File: config.mk
export PLATFORM = sky130hd
export DESIGN_NAME = bank_mapper
export DESIGN_NICKNAME = d
export VERILOG_FILES = /design/src/rtl/bank_mapper_pkg.sv /design/src/rtl/bank_mapper_wait_gen.sv /design/src/rtl/bank_mapper.sv
export SDC_FILE = /design/constraint.sdc
export NUM_CORES = 1
export LEC_CHECK = 0
export ABC_AREA = 1
export CAP_MARGIN = 20
export CORE_UTILIZATION = 50
export CTS_CLUSTER_DIAMETER = 100
export DETAILED_ROUTE_END_ITERATION = 10
export PLACE_DENSITY = 0.88
export SLEW_MARGIN = 20
export SYNTH_ARGS = -nofsm -noshare
export SYNTH_HDL_FRONTEND = slang
export SYNTH_HIERARCHICAL = 1
export SYNTH_SLANG_ARGS = --single-unit
File: constraint.sdc
create_clock -name clk_i -period 2.03 [get_ports clk_i]
set_input_delay 0.406 -clock clk_i [delete_from_list [all_inputs] [get_ports clk_i]]
set_output_delay 0.406 -clock clk_i [all_outputs]
set_load 0.02 [all_outputs]
File: src/rtl/bank_mapper_pkg.sv
// Shared constants and types for the bank_mapper address decoder.
package bank_mapper_pkg;

   // IO port map (IO port = low byte of the CPU address)
   localparam logic [7:0] UART_BASE = 8'h70;
   localparam logic [7:0] CTRL_BASE = 8'h74;
   localparam logic [7:0] PAGE_BASE = 8'h78;
   localparam logic [7:0] CTRL_PORT = 8'h7E;
   localparam logic [7:0] BANK_PORT = 8'h7F;

   // Bit positions inside the ctrl register
   localparam int ROM_DIS_BIT = 0;
   localparam int MAP_EN_BIT  = 1;

   // Access region, used to pick the wait-state count
   typedef enum logic [1:0] {
      REG_ROM,
      REG_RAM,
      REG_IO
   } region_e;

endpackage

File: src/rtl/bank_mapper_wait_gen.sv
// Wait-state generator: detects the leading edge of a CPU request and holds
// wait_n low for exactly w cycles of that request.
module bank_mapper_wait_gen (
   input  logic       clk_i,
   input  logic       rst_i,
   input  logic       req,
   input  logic [2:0] w,
   output logic       wait_n
);

   logic       req_q, req_d;
   logic [2:0] cnt_q, cnt_d;
   logic       start;

   // Edge detect, counter next state and the combinational wait request
   always_comb begin
      req_d  = req;
      cnt_d  = cnt_q;
      wait_n = 1'b1;
      start  = req & ~req_q;
      if (!req) begin
         cnt_d = '0;
      end else if (start) begin
         if (w != 3'd0) begin
            wait_n = 1'b0;
            cnt_d  = w - 3'd1;
         end
      end else if (cnt_q != 3'd0) begin
         wait_n = 1'b0;
         cnt_d  = cnt_q - 3'd1;
      end
   end

   // req_q resets high so a request still held across reset cannot
   // retrigger a wait; the CPU must drop it first.
   always_ff @(posedge clk_i or posedge rst_i) begin
      if (rst_i) begin
         req_q <= 1'b1;
         cnt_q <= '0;
      end else begin
         req_q <= req_d;
         cnt_q <= cnt_d;
      end
   end

endmodule

File: src/rtl/bank_mapper.sv
// Z80 address decoder with ROM overlay, 16 KiB paging, banked IO channels
// and per-region wait states.
module bank_mapper
   import bank_mapper_pkg::*;
#(
   parameter int          NUM_IO_CH = 4,
   parameter int          PHYS_AW   = 20,
   parameter logic [15:0] ROM_TOP   = 16'h2000,
   parameter int          ROM_WAIT  = 1,
   parameter int          RAM_WAIT  = 0,
   parameter int          IO_WAIT   = 1
) (
   input  logic                 clk_i,
   input  logic                 rst_i,
   input  logic                 wr_n,
   input  logic [15:0]          addr_i,
   input  logic [7:0]           data_i,
   input  logic                 mreq_n,
   input  logic                 ioreq_n,
   output logic [7:0]           data_o,
   output logic [PHYS_AW-1:0]   phys_addr_o,
   output logic                 ram_cs,
   output logic                 rom_cs,
   output logic                 uart_cs,
   output logic                 ctrl_cs,
   output logic [NUM_IO_CH-1:0] io_cs,
   output logic                 wait_n
);

   localparam int PW = PHYS_AW - 14;

   logic [PW-1:0] page_q [4];
   logic [PW-1:0] page_d [4];
   logic [1:0]    ctrl_q, ctrl_d;
   logic [7:0]    io_bank_q, io_bank_d;

   logic [7:0] port;
   logic       mem_req, io_req, in_uart, in_ctrl, is_page, rom_hit;
   region_e    region;
   logic [2:0] wait_cnt;

   assign port    = addr_i[7:0];
   assign mem_req = ~mreq_n;
   // Memory requests win when both strobes are low
   assign io_req  = ~ioreq_n & mreq_n;
   assign in_uart = (port >= UART_BASE) && (port < CTRL_BASE);
   assign in_ctrl = (port >= CTRL_BASE) && (port <= BANK_PORT);
   assign is_page = (port[7:2] == PAGE_BASE[7:2]);
   assign rom_hit = (addr_i < ROM_TOP) && !ctrl_q[ROM_DIS_BIT];

   assign rom_cs  = mem_req & rom_hit;
   assign ram_cs  = mem_req & ~rom_hit;
   assign uart_cs = io_req & in_uart;
   assign ctrl_cs = io_req & in_ctrl;

   // One select line per banked IO channel; out-of-range banks select nothing
   generate
      for (genvar gi = 0; gi < NUM_IO_CH; gi++) begin : g_io_cs
         assign io_cs[gi] = io_req & ~in_uart & ~in_ctrl & (io_bank_q == 8'(gi));
      end
   endgenerate

   // Physical address: paged when mapping is enabled, else pass-through
   always_comb begin
      phys_addr_o = PHYS_AW'(addr_i);
      if (ctrl_q[MAP_EN_BIT])
         phys_addr_o = {page_q[addr_i[15:14]], addr_i[13:0]};
   end

   // Register readback; reserved ports read as zero
   always_comb begin
      data_o = '0;
      if (!ioreq_n && in_ctrl) begin
         if (is_page)
            data_o = 8'(page_q[port[1:0]]);
         else if (port == CTRL_PORT)
            data_o = {6'b0, ctrl_q};
         else if (port == BANK_PORT)
            data_o = io_bank_q;
      end
   end

   // Register write decode
   always_comb begin
      page_d    = page_q;
      ctrl_d    = ctrl_q;
      io_bank_d = io_bank_q;
      if (ctrl_cs && !wr_n) begin
         if (is_page)
            page_d[port[1:0]] = PW'(data_i);
         else if (port == CTRL_PORT)
            ctrl_d = data_i[1:0];
         else if (port == BANK_PORT)
            io_bank_d = data_i;
      end
   end

   // Page registers reset to the identity map of the first 64 KiB
   generate
      for (genvar gi = 0; gi < 4; gi++) begin : g_page
         always_ff @(posedge clk_i or posedge rst_i) begin
            if (rst_i)
               page_q[gi] <= PW'(gi);
            else
               page_q[gi] <= page_d[gi];
         end
      end
   endgenerate

   // Control and IO bank registers
   always_ff @(posedge clk_i or posedge rst_i) begin
      if (rst_i) begin
         ctrl_q    <= '0;
         io_bank_q <= '0;
      end else begin
         ctrl_q    <= ctrl_d;
         io_bank_q <= io_bank_d;
      end
   end

   // Region of the current access and its wait-state count
   always_comb begin
      region = REG_IO;
      if (mem_req)
         region = rom_hit ? REG_ROM : REG_RAM;
      case (region)
         REG_ROM: wait_cnt = 3'(ROM_WAIT);
         REG_RAM: wait_cnt = 3'(RAM_WAIT);
         default: wait_cnt = 3'(IO_WAIT);
      endcase
   end

   bank_mapper_wait_gen u_wait_gen (
      .clk_i  (clk_i),
      .rst_i  (rst_i),
      .req    (~mreq_n | ~ioreq_n),
      .w      (wait_cnt),
      .wait_n (wait_n)
   );

endmodule

==> Yosys cells after proc, flatten, opt, wreduce, memory -nomap -nowiden <==
Cells that the tools add are included.
{ "totals": {"input_bits": 29, "out_inout_bits": 37, "register_bits": 38} }
{ "classes": {"n_bitwise": 23, "n_eq_ne": 9, "n_mux": 25, "magnitude_cmp": 8, "reduce_logical": 16, "n_addsub": 2} }
{ "ops": {"columns": ["op", "count"], "rows": [
  ["two-way mux 8 bit", 4],
  ["two-way mux 6 bit", 5],
  ["binary-select mux 6 bit (select 2 bit)", 2],
  ["bitwise mux 24 bit", 1],
  ["two-way mux 20 bit", 1],
  ["equality test 8 x 2 -> 1 bit (second input constant)", 2],
  ["equality test 8 x 7 -> 1 bit (second input constant)", 2],
  ["greater-or-equal comparator 8 x 7 -> 1 bit (second input constant)", 2],
  ["less-than comparator 16 x 14 -> 1 bit (second input constant)", 1],
  ["bitwise AND 1 bit", 12],
  ["demux 6 bit (select 2 bit)", 1],
  ["two-way mux 3 bit", 4],
  ["equality test 8 x 1 -> 1 bit (second input constant)", 1],
  ["<= comparator 8 x 7 -> 1 bit (second input constant)", 1],
  ["zero test 8 bit", 1],
  ["less-than comparator 8 x 7 -> 1 bit (second input constant)", 1],
  ["inverter 1 bit", 8],
  ["equality test 6 x 5 -> 1 bit (second input constant)", 1],
  ["greater-or-equal comparator 3 bit (second input constant)", 2],
  ["logical AND 1 bit", 6],
  ["two-way mux 1 bit", 6],
  ["inequality test 3 bit (second input constant)", 2],
  ["inverter 2 -> 3 bit", 2],
  ["nonzero test 3 bit", 2],
  ["other kinds (10)", 13]
]} }

==> Logic depth before layout (Yosys ltp) <==
Gate-level depths: netlist of the first run.
{ "depth": {"depth_word": 10, "depth_mapped": 11, "ltp_nobuf": 10} }

==> Modules after synthesis <==
Netlist of the first run, hierarchy kept.
{ "by_module_without_submodules": {"columns": ["module", "cells_per_inst", "n_inst", "area_each_um2"], "rows": [
  ["bank_mapper", 336, 1, 2341.0],
  ["bank_mapper_wait_gen", 40, 1, 290.3]
]} }

==> Least setup slack after synthesis of the first run <==
Ideal clock, no wire load.
{ "synth_path": {"path_type": "input-to-output", "from": "input port addr_i[15]", "to": "output port wait_n", "path_slack_ns": 0.157, "path_stages": 9, "t_arrival_ns": 1.467, "required_ns": 1.624, "path_cell_list": "clkbuf_1 inv_1 nand3_1 nand2_1 nor2_1 nand2_1 nor2_4 nor2_4 inv_1"} }
{ "synth_via": {"elab_chain_len": 10} }
{ "synth_rtl": {"columns": ["item", "line", "text"], "rows": [
  ["from (decl)", "bank_mapper.sv:16", "input logic [15:0] addr_i,"],
  ["less-than comparator 16 x 14 -> 1 bit", "bank_mapper.sv:49", "assign rom_hit = (addr_i < ROM_TOP) && !ctrl_q[ROM_DIS_BIT];"],
  ["logical AND 1 bit", "bank_mapper.sv:49", null],
  ["two-way mux 1 bit", "bank_mapper.sv:125", "region = rom_hit ? REG_ROM : REG_RAM;"],
  ["two-way mux 2 bit", "bank_mapper.sv:124", "if (mem_req)"],
  ["equality test 2 x 1 -> 1 bit", "bank_mapper.sv:126", "case (region)"],
  ["two-way mux 1 bit", "bank_mapper.sv:126", null],
  ["named net wait_cnt[0]", "bank_mapper.sv:40", "logic [2:0] wait_cnt;"],
  ["nonzero test 3 bit", "bank_mapper_wait_gen.sv:24", "if (w != 3'd0) begin"],
  ["two-way mux 1 bit", "bank_mapper_wait_gen.sv:24", null],
  ["two-way mux 1 bit", "bank_mapper_wait_gen.sv:23", "end else if (start) begin"],
  ["two-way mux 1 bit", "bank_mapper_wait_gen.sv:21", "if (!req) begin"],
  ["to (decl)", "bank_mapper.sv:27", "output logic wait_n"]
]} }
The timed path passes the listed nets, and every way through them passes these cells.

==> Worst setup path in the final report of the first run <==
{ "layout_path": {"from": "input port addr_i[4]", "to": "output port data_o[0]"} }
{ "layout_via": {"elab_chain_len": 5, "word_cells_on_any_way": 11, "cone_classes": "order compare (2); eq/ne (3); mux (4); reduce/logical (2)"} }
{ "layout_rtl": {"columns": ["item", "line", "text"], "rows": [
  ["branches (longest 4 deep; another with greater-or-equal comparator 8 x 7 -> 1 bit)", null, null],
  ["two-way mux 8 bit *", "bank_mapper.sv:73", "if (!ioreq_n && in_ctrl) begin"],
  ["to (decl)", "bank_mapper.sv:20", "output logic [7:0] data_o,"]
]} }
Mark *: on every way between the ends.

==> flow_metrics.py, run 1 <==
metrics = {
    "run_status": {
        "outcome": "completed",
    },
    "grt": {
        "grt_max_degree": 35,
        "grt_remaining_overflow": 0,
        "grt_antenna_before_repair": 0,
        "grt_pass1_wl_mm": 13.0,
        "grt_pass1_vias": 2732,
        "grt_usage_pct": 31.2,
    },
    "power_and_ir_drop": {
        "power_density_nw_per_um2": 533,
        "cellLeakagePower_nw": 1.92,
        "ir_drop_mv": 0.403,
    },
    "drt": {
        "drt-total-wl_mm": 7.90,
        "vias_per_cell": 5.40,
        "ant_nets": 0,
        "drc": 0,
        "routedWlPerCell_um": 14.8,
        "first_iter_violations": 256,
        "via_count": 2881,
        "first_pass_iters": 5,
    },
    "sta": {
        "finalHoldViolations": 0,
        "rsz0062_at_grt": "false",
        "max_freq_mhz": 511,
        "slew_viol_final": 0,
        "finalSetupViolCount": 0,
        "post-route-min-period_ns": 1.96,
        "finClkSkew_ns": 0.00284,
        "tns_ns": 0,
        "timing.final.crit_share_pct": 96.4,
    },
    "clocking": {
        "tritoncts": "built",
        "clock_latency_ns": 0.30,
        "cts_buffers": 5,
        "cts.sinks": 38,
        "cts.path.max_buffers": 2,
        "h-tree-depth": 2,
        "cts_root_buf": "clkbuf_8",
        "clk_pin_slew_ns": 0.08,
    },
    "synthesis": {
        "synth_seq_cells": 38,
        "syn_area_per_cell_sq_um": 7.00,
        "synth_adder_area_share_pct": 0.476,
        "synth_seq_area_share_pct": 36.4,
        "synthTopCellsByArea": "dfrtp_1 (31%), nand2_1 (16%), inv_1 (7.6%), nand3_1 (7.4%), dfstp_2 (5.0%)",
        "yosysTopAreaCellShare_pct": 31.4,
        "synth-xor-area-share_pct": 0,
        "netlist_area_sq_um": 2630,
        "synth-edff-count": 0,
        "synth_top_family_by_area": "simple AND/OR/NAND/NOR gates",
        "synth_top_area_cell": "dfrtp_1",
        "synth_cell_types": 32,
        "yosys.area_share.simple_pct": 39.0,
        "synth.most_common_cell": "nand2_1",
        "synth_compound_area_share_pct": 8.80,
        "ys_async_sr_fraction_pct": 100,
        "synth_cells": 376,
        "yosys-top-cells-count": "nand2_1 (112), inv_1 (53), nand3_1 (39)",
        "synthMuxAreaShare_pct": 0.380,
        "synthFlopType": "dfrtp_1",
        "yosys_warnings": 6,
    },
    "placed_design": {
        "io_buffer_count": 55,
        "gp_congestion": 0.916,
        "dp_hpwl_mm": 5.71,
        "dp.cells": 520,
    },
    "final_layout": {
        "area_growth_pct": 35.8,
        "post_layout_nonfiller_instances": 534,
        "final_nets": 493,
        "layout-drive-gt1-share_pct": 28.9,
        "n_antenna_cell": 0,
    },
    "die": {
        "initial_core_util_pct": 51.8,
        "std_cell_rows": 26,
        "dieWidth_um": 74.5,
        "fp.dieH_um": 74.5,
        "top_level_ports": 66,
        "dieArea_sq_um": 5560,
        "coreArea_sq_um": 5070,
    },
    "run": {
        "cap_violations": 0,
    },
    "hold_path": {
        "hp-class": "in -> async",
    },
    "worst_setup_path": {
        "worstPathRequired_ns": 1.62,
        "crit_type": "in -> out",
        "worstPathArrival_ns": 1.55,
        "startpoint_type": "primary input",
        "worstSetupEndpointType": "primary output",
        "cp_max_fo": 8,
    },
}
## registers in the layout, summed over array words and instances (netlist names)
name              cells
ctrl_q                2
u_wait_gen/cnt_q      3
u_wait_gen/req_q      1
io_bank_q             8
page_q               24
## critical path, cell delays in order
cell	delay, ns
clkdlybuf4s15_1	0.23
nand2_4	0.10
inv_4	0.08
nand2_4	0.07
nor2_8	0.14
inv_6	0.07
buf_4	0.14
nor2_1	0.10
nor2_1	0.06
buf_4	0.15
## report_power, final
part | internal (W) | total [W] | leakage [nW] | switching, W
combinational | 0.000219 | 0.000527 | 1.42 | 0.000308
sequential | 0.000785 | 0.000806 | 0.457 | 0.0000204
clock | 0.000273 | 0.000571 | 0.0472 | 0.000298
## through the flow
| stage | util [%] | total power, W | hold WS [ns] | setup slack [ns] | area (sq um) |
|---|---|---|---|---|---|
| floorplan | - | 0.00111 | 0.171 | 0.157 | 2640 |
| global placement | 67.5 | 0.00131 | 0.457 | -0.699 | 3420 |
| detailed placement | 67.5 | 0.00134 | 0.462 | -0.778 | 3420 |
| CTS | 69.2 | 0.00189 | 0.348 | -0.0744 | 3510 |
| global route | 70.4 | 0.00199 | 0.357 | 0.0100 | 3570 |
| finish | 70.4 | 0.00190 | 0.339 | 0.0737 | 3570 |
## logic make-up after synthesis
family / count (synthesis)
buffers and inverters: 82
flip-flops: 38
AND/OR/NAND/NOR: 209
adder cells (fa/ha/maj): 1
AO/OA/AOI/OAI: 44
other: 1
multiplexers: 1
## path summary, 6_finish.rpt
kind / cells past startpoint / slack (ns) / endpoint / from
setup / recovery: 10 / 0.07 / data_o[0] / addr_i[4]
hold / removal: 2 / 0.34 / u_wait_gen/cnt_q[0]$_DFFE_PP0P_ / rst_i
setup reg to reg: 11 / 0.46 / u_wait_gen/cnt_q[2]$_DFFE_PP0P_ / u_wait_gen/req_q$_DFF_PP1_
hold reg to reg: 2 / 0.48 / page_q[15]$_DFFE_PP0P_ / page_q[15]$_DFFE_PP0P_
max in group asynchronous: 3 / 1.12 / page_q[12]$_DFFE_PP1P_ / rst_i
min in group clk_i: 2 / 0.48 / page_q[15]$_DFFE_PP0P_ / page_q[15]$_DFFE_PP0P_
## repair_timing
action,in CTS,in global routing
setup endpoints to repair,23,18
setup buffers,3,3
pin swaps,6,12
hold buffers,0,0
gates resized for setup,130,38
## cell type report
type                    count  area (sq um)
flip-flops and latches     38           957
inverters                  58           229
clock inverters             2          12.5
clock buffers               6          82.6
repair buffers            101           810
multi-input cells         259          1390
well taps                  70          87.6
fillers                   407          1500
## metal layers
layer | global-route usage (%) | wire length, um | vias to the layer above | part of all wire (%)
met4 | 12.2 | 229 | 0 | 2.9
met5 | 0 | 0 | - | 0
li1 | - | - | 1349 | -
met2 | 55.5 | 4150 | 157 | 53
met3 | 6.23 | 600 | 25 | 7.6
met1 | 36.9 | 2910 | 1350 | 37
## cell usage in the layout, fill, tap and decap left out, types with 3 or more instances in the layout
cell,count
nand2_1,108
buf_4,52
inv_1,47
nand3_1,37
dfrtp_1,33
nor2_1,22
clkdlybuf4s50_1,19
o21ai_0,17
a21oi_1,14
buf_2,13
nor2_4,8
inv_2,8
nand4_1,8
nand2_4,6
clkbuf_8,6
clkbuf_2,5
dfstp_2,5
nand4_2,4
o21ai_1,4
o21ai_2,4
o22ai_1,4
conb_1,4
nor2_8,3
nand2_2,3
clkdlybuf4s15_1,3
dlymetal6s2s_1,3
(Power assumes the default switching activity.)
==> run 2, diff against run 1 <==
- GPL_TIMING_DRIVEN: unset -> 0
- SKIP_LAST_GASP: unset -> 1
==> flow_metrics.py, run 2 (synthesis gave the netlist of run 1 again) <==
metrics = {
    "run_status": {
        "outcome": "completed",
    },
    "sta": {
        "timing.final.crit_share_pct": 98.6,
        "slew_viol_final": 0,
        "relSlewSlack_pct": 51.3,
        "rsz0062_at_grt": "true",
        "finalSetupViolCount": 0,
        "tightest_slew_ns": 0.730,
        "max_freq_mhz": 500,
        "finClkSkew_ns": 0.00784,
        "post-route-min-period_ns": 2.00,
        "holdWs_ns": 0.356,
        "finalHoldViolations": 0,
    },
    "final_layout": {
        "post-route-util_pct": 70.9,
        "top_register": "page_q",
        "area_growth_pct": 36.7,
        "fill_cells": 426,
        "layout_common_cells": "nand2_1 (106), inv_1 (49), nand3_1 (36)",
        "final_nets": 486,
        "mostFrequentLayoutCell": "nand2_1",
        "finalInstanceArea_sq_um": 3600,
        "n_antenna_cell": 0,
        "largest_reg_flops": 24,
        "top_regs": "page_q x24, io_bank_q x8, u_wait_gen/cnt_q x3",
        "layout-drive-gt1-share_pct": 26.5,
    },
    "power_and_ir_drop": {
        "p_sw_share_pct": 28.3,
        "clockPowerShare_pct": 38.5,
        "p_int_w": 0.00151,
        "ir_drop_mv": 0.432,
        "switchingPower_w": 0.000598,
        "p_total_w": 0.00211,
        "power_density_nw_per_um2": 587,
        "p_seq_share_pct": 38.1,
        "comb_power_share_pct": 23.4,
        "cellLeakagePower_nw": 1.93,
    },
    "drt": {
        "first_iter_violations": 276,
        "routedWlPerCell_um": 14.6,
        "first_pass_iters": 6,
        "vias_per_cell": 5.38,
        "ant_nets": 0,
        "drc": 0,
        "drt-total-wl_mm": 7.70,
        "via_count": 2837,
    },
    "worst_setup_path": {
        "cp_max_fo": 7,
        "startpoint_type": "primary input",
        "worstPathRequired_ns": 1.62,
        "worstPathArrival_ns": 1.60,
        "crit_type": "in -> out",
        "worstSetupEndpointType": "primary output",
    },
    "grt": {
        "grt_usage_pct": 29.6,
        "grt_antenna_before_repair": 0,
        "grt_pass1_vias": 2607,
        "grt_remaining_overflow": 0,
        "grt_max_degree": 35,
        "grt_pass1_wl_mm": 12.3,
    },
    "clocking": {
        "cts_root_buf": "clkbuf_8",
        "tritoncts": "built",
        "hold_buffers": 0,
        "clock_latency_ns": 0.30,
        "cts.path.max_buffers": 2,
        "cts.sinks": 38,
        "h-tree-depth": 2,
        "cts_buffers": 5,
        "clk_pin_slew_ns": 0.08,
    },
    "die": {
        "top_level_ports": 66,
        "dieWidth_um": 74.5,
        "std_cell_rows": 26,
        "coreArea_sq_um": 5070,
        "initial_core_util_pct": 51.8,
        "dieArea_sq_um": 5560,
        "fp.dieH_um": 74.5,
    },
    "placed_design": {
        "dp_hpwl_mm": 5.26,
        "gp_congestion": 0.925,
        "placed_area_sq_um": 3320,
        "io_buffer_count": 59,
    },
    "run": {
        "cap_violations": 0,
    },
    "hold_path": {
        "hp-class": "in -> async",
    },
}
-- run 2: layout make-up --
class                   count  area [sq um]  share of cell area (%)
inverters                  58           223                    6.19
clock buffers               6          82.6                    2.30
plain buffers              24           196                    5.46
multi-input cells         259          1400                    38.9
well taps                  70          87.6                    2.44
flip-flops and latches     38           957                    26.6
clock inverters             2          60.1                    1.67
repair buffers             70           591                    16.4
-- run 2: path summary, 6_finish.rpt --
kind	from	to	slack (ns)	cells after the start
max	addr_i[7]	data_o[3]	0.03	9
min in group clk_i	mreq_n	u_wait_gen/req_q$_DFF_PP1_	0.40	2
min reg2reg	page_q[16]$_DFFE_PP0P_	page_q[16]$_DFFE_PP0P_	0.48	2
min	rst_i	u_wait_gen/cnt_q[2]$_DFFE_PP0P_	0.36	2
max in group asynchronous	rst_i	page_q[13]$_DFFE_PP0P_	0.97	2
max reg2reg	u_wait_gen/req_q$_DFF_PP1_	u_wait_gen/cnt_q[2]$_DFFE_PP0P_	0.58	10
-- run 2: what timing repair did --
action                                  4_1_cts  5_1_grt
endpoints found under the setup margin       30       21
pin swaps                                     6        9
gates cloned                                  0        0
gates resized for setup                     125       41
buffers inserted                              7        4
-- run 2: critical path, cell delays in order --
cell and delay (ns):
dlygate4sd2_1 0.28, inv_2 0.08, nand2_4 0.08, nor2_8 0.15
nand2_4 0.11, o21ai_1 0.14, nand2_1 0.07, nor2_1 0.12
buf_4 0.16
-- run 2: per-stage QoR --
stage	setup WS, ns	cells	setup TNS [ns]
after detailed placement	-1.07	508	-17.93
final	0.0284	527	0
after global placement	-1.03	508	-16.11
after floorplan	0.157	379	0
after CTS	-0.273	523	-0.381
after global routing	-0.0399	527	-0.0985
-- run 2: power groups by stage --
stage | combinational, W | sequential (W) | clock, W
global placement | 0.000457 | 0.000817 | 0
finish | 0.000494 | 0.000804 | 0.000812
floorplan | 0.000299 | 0.000815 | 0
global route | 0.000547 | 0.000808 | 0.000843
detailed placement | 0.000476 | 0.000818 | 0
CTS | 0.000484 | 0.000804 | 0.000808
-- run 2: per-layer routing --
layer	track usage, %	up-vias	wire length [um]
met1	36.3	1342	2980
met2	52.4	141	4030
met5	0	-	0
met3	5.01	22	520
met4	10.1	0	175
li1	-	1332	-
==> run 3, diff against run 2 <==
- ABC_AREA: 1 -> unset
- CORE_UTILIZATION: 50 -> 48
- PLACE_DENSITY: 0.88 -> 0.87
==> flow_metrics.py, run 3 <==
metrics = {
    "placed_design": {
        "io_buffer_count": 56,
        "placed_area_sq_um": 2980,
        "dp_hpwl_mm": 4.04,
        "gp_congestion": 0.831,
    },
    "synthesis": {
        "synth_cell_types": 40,
        "synth_seq_cells": 38,
        "synthTopCellsByArea": "dfrtp_1 (36%), mux2_2 (18%), mux4_2 (7.8%), dfstp_2 (5.7%), buf_4 (4.8%)",
        "synthFlopType": "dfrtp_1",
        "yosysTopAreaCellShare_pct": 35.5,
        "synth-edff-count": 0,
        "synth_top_area_cell": "dfrtp_1",
        "synth.most_common_cell": "mux2_2",
        "ys_async_sr_fraction_pct": 100,
        "yosys_warnings": 6,
        "synth_cells": 197,
        "netlist_area_sq_um": 2320,
        "syn_area_per_cell_sq_um": 11.8,
        "synth_seq_area_share_pct": 41.2,
        "yosys-top-cells-count": "mux2_2 (38), dfrtp_1 (33), buf_4 (15)",
    },
    "clocking": {
        "tritoncts": "built",
        "clock_latency_ns": 0.29,
        "cts.path.max_buffers": 2,
        "cts_buffers": 5,
        "h-tree-depth": 2,
        "cts.sinks": 38,
        "clk_pin_slew_ns": 0.08,
        "cts_root_buf": "clkbuf_8",
    },
    "drt": {
        "first_iter_violations": 111,
        "via_count": 1964,
        "first_pass_iters": 4,
        "routedWlPerCell_um": 18.3,
        "drc": 0,
        "ant_nets": 0,
        "drt-total-wl_mm": 6.16,
        "vias_per_cell": 5.85,
    },
    "run": {
        "cap_violations": 0,
    },
    "grt": {
        "grt_pass1_wl_mm": 9.90,
        "grt_antenna_before_repair": 0,
        "grt_max_degree": 35,
        "grt_remaining_overflow": 0,
        "grt_pass1_vias": 1928,
        "grt_usage_pct": 26.2,
    },
    "final_layout": {
        "layout_common_cells": "mux2_2 (38), buf_4 (37), dfrtp_1 (32)",
        "post-route-util_pct": 73.4,
        "layout-drive-gt1-share_pct": 54.9,
        "area_growth_pct": 42.2,
        "top_register": "page_q",
        "final_nets": 313,
        "top_regs": "page_q x24, io_bank_q x8, u_wait_gen/cnt_q x3",
        "mostFrequentLayoutCell": "mux2_2",
        "finalInstanceArea_sq_um": 3310,
        "largest_reg_flops": 24,
        "n_antenna_cell": 0,
        "fill_cells": 308,
    },
    "die": {
        "std_cell_rows": 24,
        "dieWidth_um": 71.6,
        "dieArea_sq_um": 5130,
        "initial_core_util_pct": 51.6,
        "fp.dieH_um": 71.6,
        "top_level_ports": 66,
        "coreArea_sq_um": 4500,
    },
    "sta": {
        "holdWs_ns": 0.349,
        "finalSetupViolCount": 1,
        "max_freq_mhz": 469,
        "tns_ns": -0.104,
        "timing.final.crit_share_pct": 105,
        "relSlewSlack_pct": 53.1,
        "tightest_slew_ns": 0.703,
        "slew_viol_final": 0,
        "post-route-min-period_ns": 2.13,
        "finalHoldViolations": 0,
        "finClkSkew_ns": 0.000606,
        "rsz0062_at_grt": "true",
        "setup_slack_ns": -0.104,
    },
    "worst_setup_path": {
        "critPathBufInv": 2,
        "slowest_delay_ns": 0.41,
        "startpoint": "ctrl_q[0]$_DFFE_PP0P_",
        "crit_type": "reg -> out",
        "worstPathRequired_ns": 1.62,
        "cp_slowest_cell": "dfrtp_1",
        "cp_max_fo": 4,
        "regToRegStartpoint": "ctrl_q[0]$_DFFE_PP0P_",
        "cp_cell_sequence": "nor4_4 -> nor2_2 -> inv_2 -> nor2_1 -> and2_4 -> or3b_4 -> buf_6",
        "worstSetupEndpointType": "primary output",
        "worstPathArrival_ns": 1.73,
        "startpoint_type": "register",
        "path_delay_family": "simple AND/OR/NAND/NOR gates",
    },
    "hold_path": {
        "hp-class": "in -> async",
    },
    "power_and_ir_drop": {
        "ir_drop_mv": 0.447,
        "power_density_nw_per_um2": 586,
        "cellLeakagePower_nw": 1.58,
    },
    "run_status": {
        "violations": "setup timing",
        "outcome": "complete, but fails checks",
    },
}
run 3: through the flow:
stage          cells  setup slack [ns]  power (W)
4_1_cts          335            -0.112    0.00192
2_1_floorplan    200            -0.156    0.00109
3_3_place_gp     308             -1.30    0.00123
6_report         336            -0.104    0.00194
5_1_grt          336            -0.218    0.00202
3_5_place_dp     308             -1.33    0.00125
run 3: repair_timing:
action | in CTS | in global routing
buffers inserted | 20 | 3
gates resized for setup | 128 | 32
hold buffers | 0 | 0
setup endpoints to repair | 59 | 18
pin swaps | 16 | 9
run 3: path summary, 6_finish.rpt:
kind / slack, ns / cells past startpoint / end
setup reg to reg: 0.22 / 10 / u_wait_gen/cnt_q[2]$_DFFE_PP0P_
max in group asynchronous: 0.94 / 2 / ctrl_q[1]$_DFFE_PP0P_
min in group clk_i: 0.47 / 2 / u_wait_gen/req_q$_DFF_PP1_
hold / removal: 0.35 / 2 / u_wait_gen/cnt_q[2]$_DFFE_PP0P_
setup / recovery: -0.10 / 7 / wait_n
hold reg to reg: 0.53 / 1 / page_q[6]$_DFFE_PP0P_
run 3: cell type report:
type	count	area, sq um	area share [%]
repair buffers	77	646	19.5
well taps	52	65.1	1.97
inverters	8	30.0	0.908
multi-input cells	133	1330	40.3
clock buffers	5	68.8	2.08
plain buffers	20	164	4.96
clock inverters	3	40.0	1.21
flip-flops and latches	38	958	29.0
run 3: worst register-to-register path, cell delays in order (launching register included):
cell and delay, ns:
dfrtp_1 0.41, nor4_4 0.19, nor2_2 0.07, inv_2 0.06, buf_4 0.09, buf_4 0.10
mux2i_4 0.06, ha_2 0.20, o21ai_1 0.08, o211ai_1 0.10, a222oi_1 0.33
run 3: cell families after synthesis:
group	Yosys count	share of synthesized area, %
compound gates	19	5.81
mux	50	27.9
other cells	1	0.161
simple gates	59	17.2
flops	38	41.2
buf+inv	29	7.21
fa+ha+maj	1	0.538
run 3: report_power, final:
group / total [W] / internal (W) / switching [W]
combinational: 0.000463 / 0.000243 / 0.000220
clock: 0.000634 / 0.000362 / 0.000272
sequential: 0.000839 / 0.000799 / 0.0000402
total: 0.00194 / 0.00140 / 0.000532
run 3: metal layers:
metal  share of wire, %  up-vias  global-route usage (%)  routed length, um
met4                2.2        0                    10.2                138
met5                  0        -                       0                  0
met2                 51       95                    44.9               3120
met1                 39      962                    32.7               2410
met3                8.1       13                    5.49                499
li1                   -      894                       -                  -
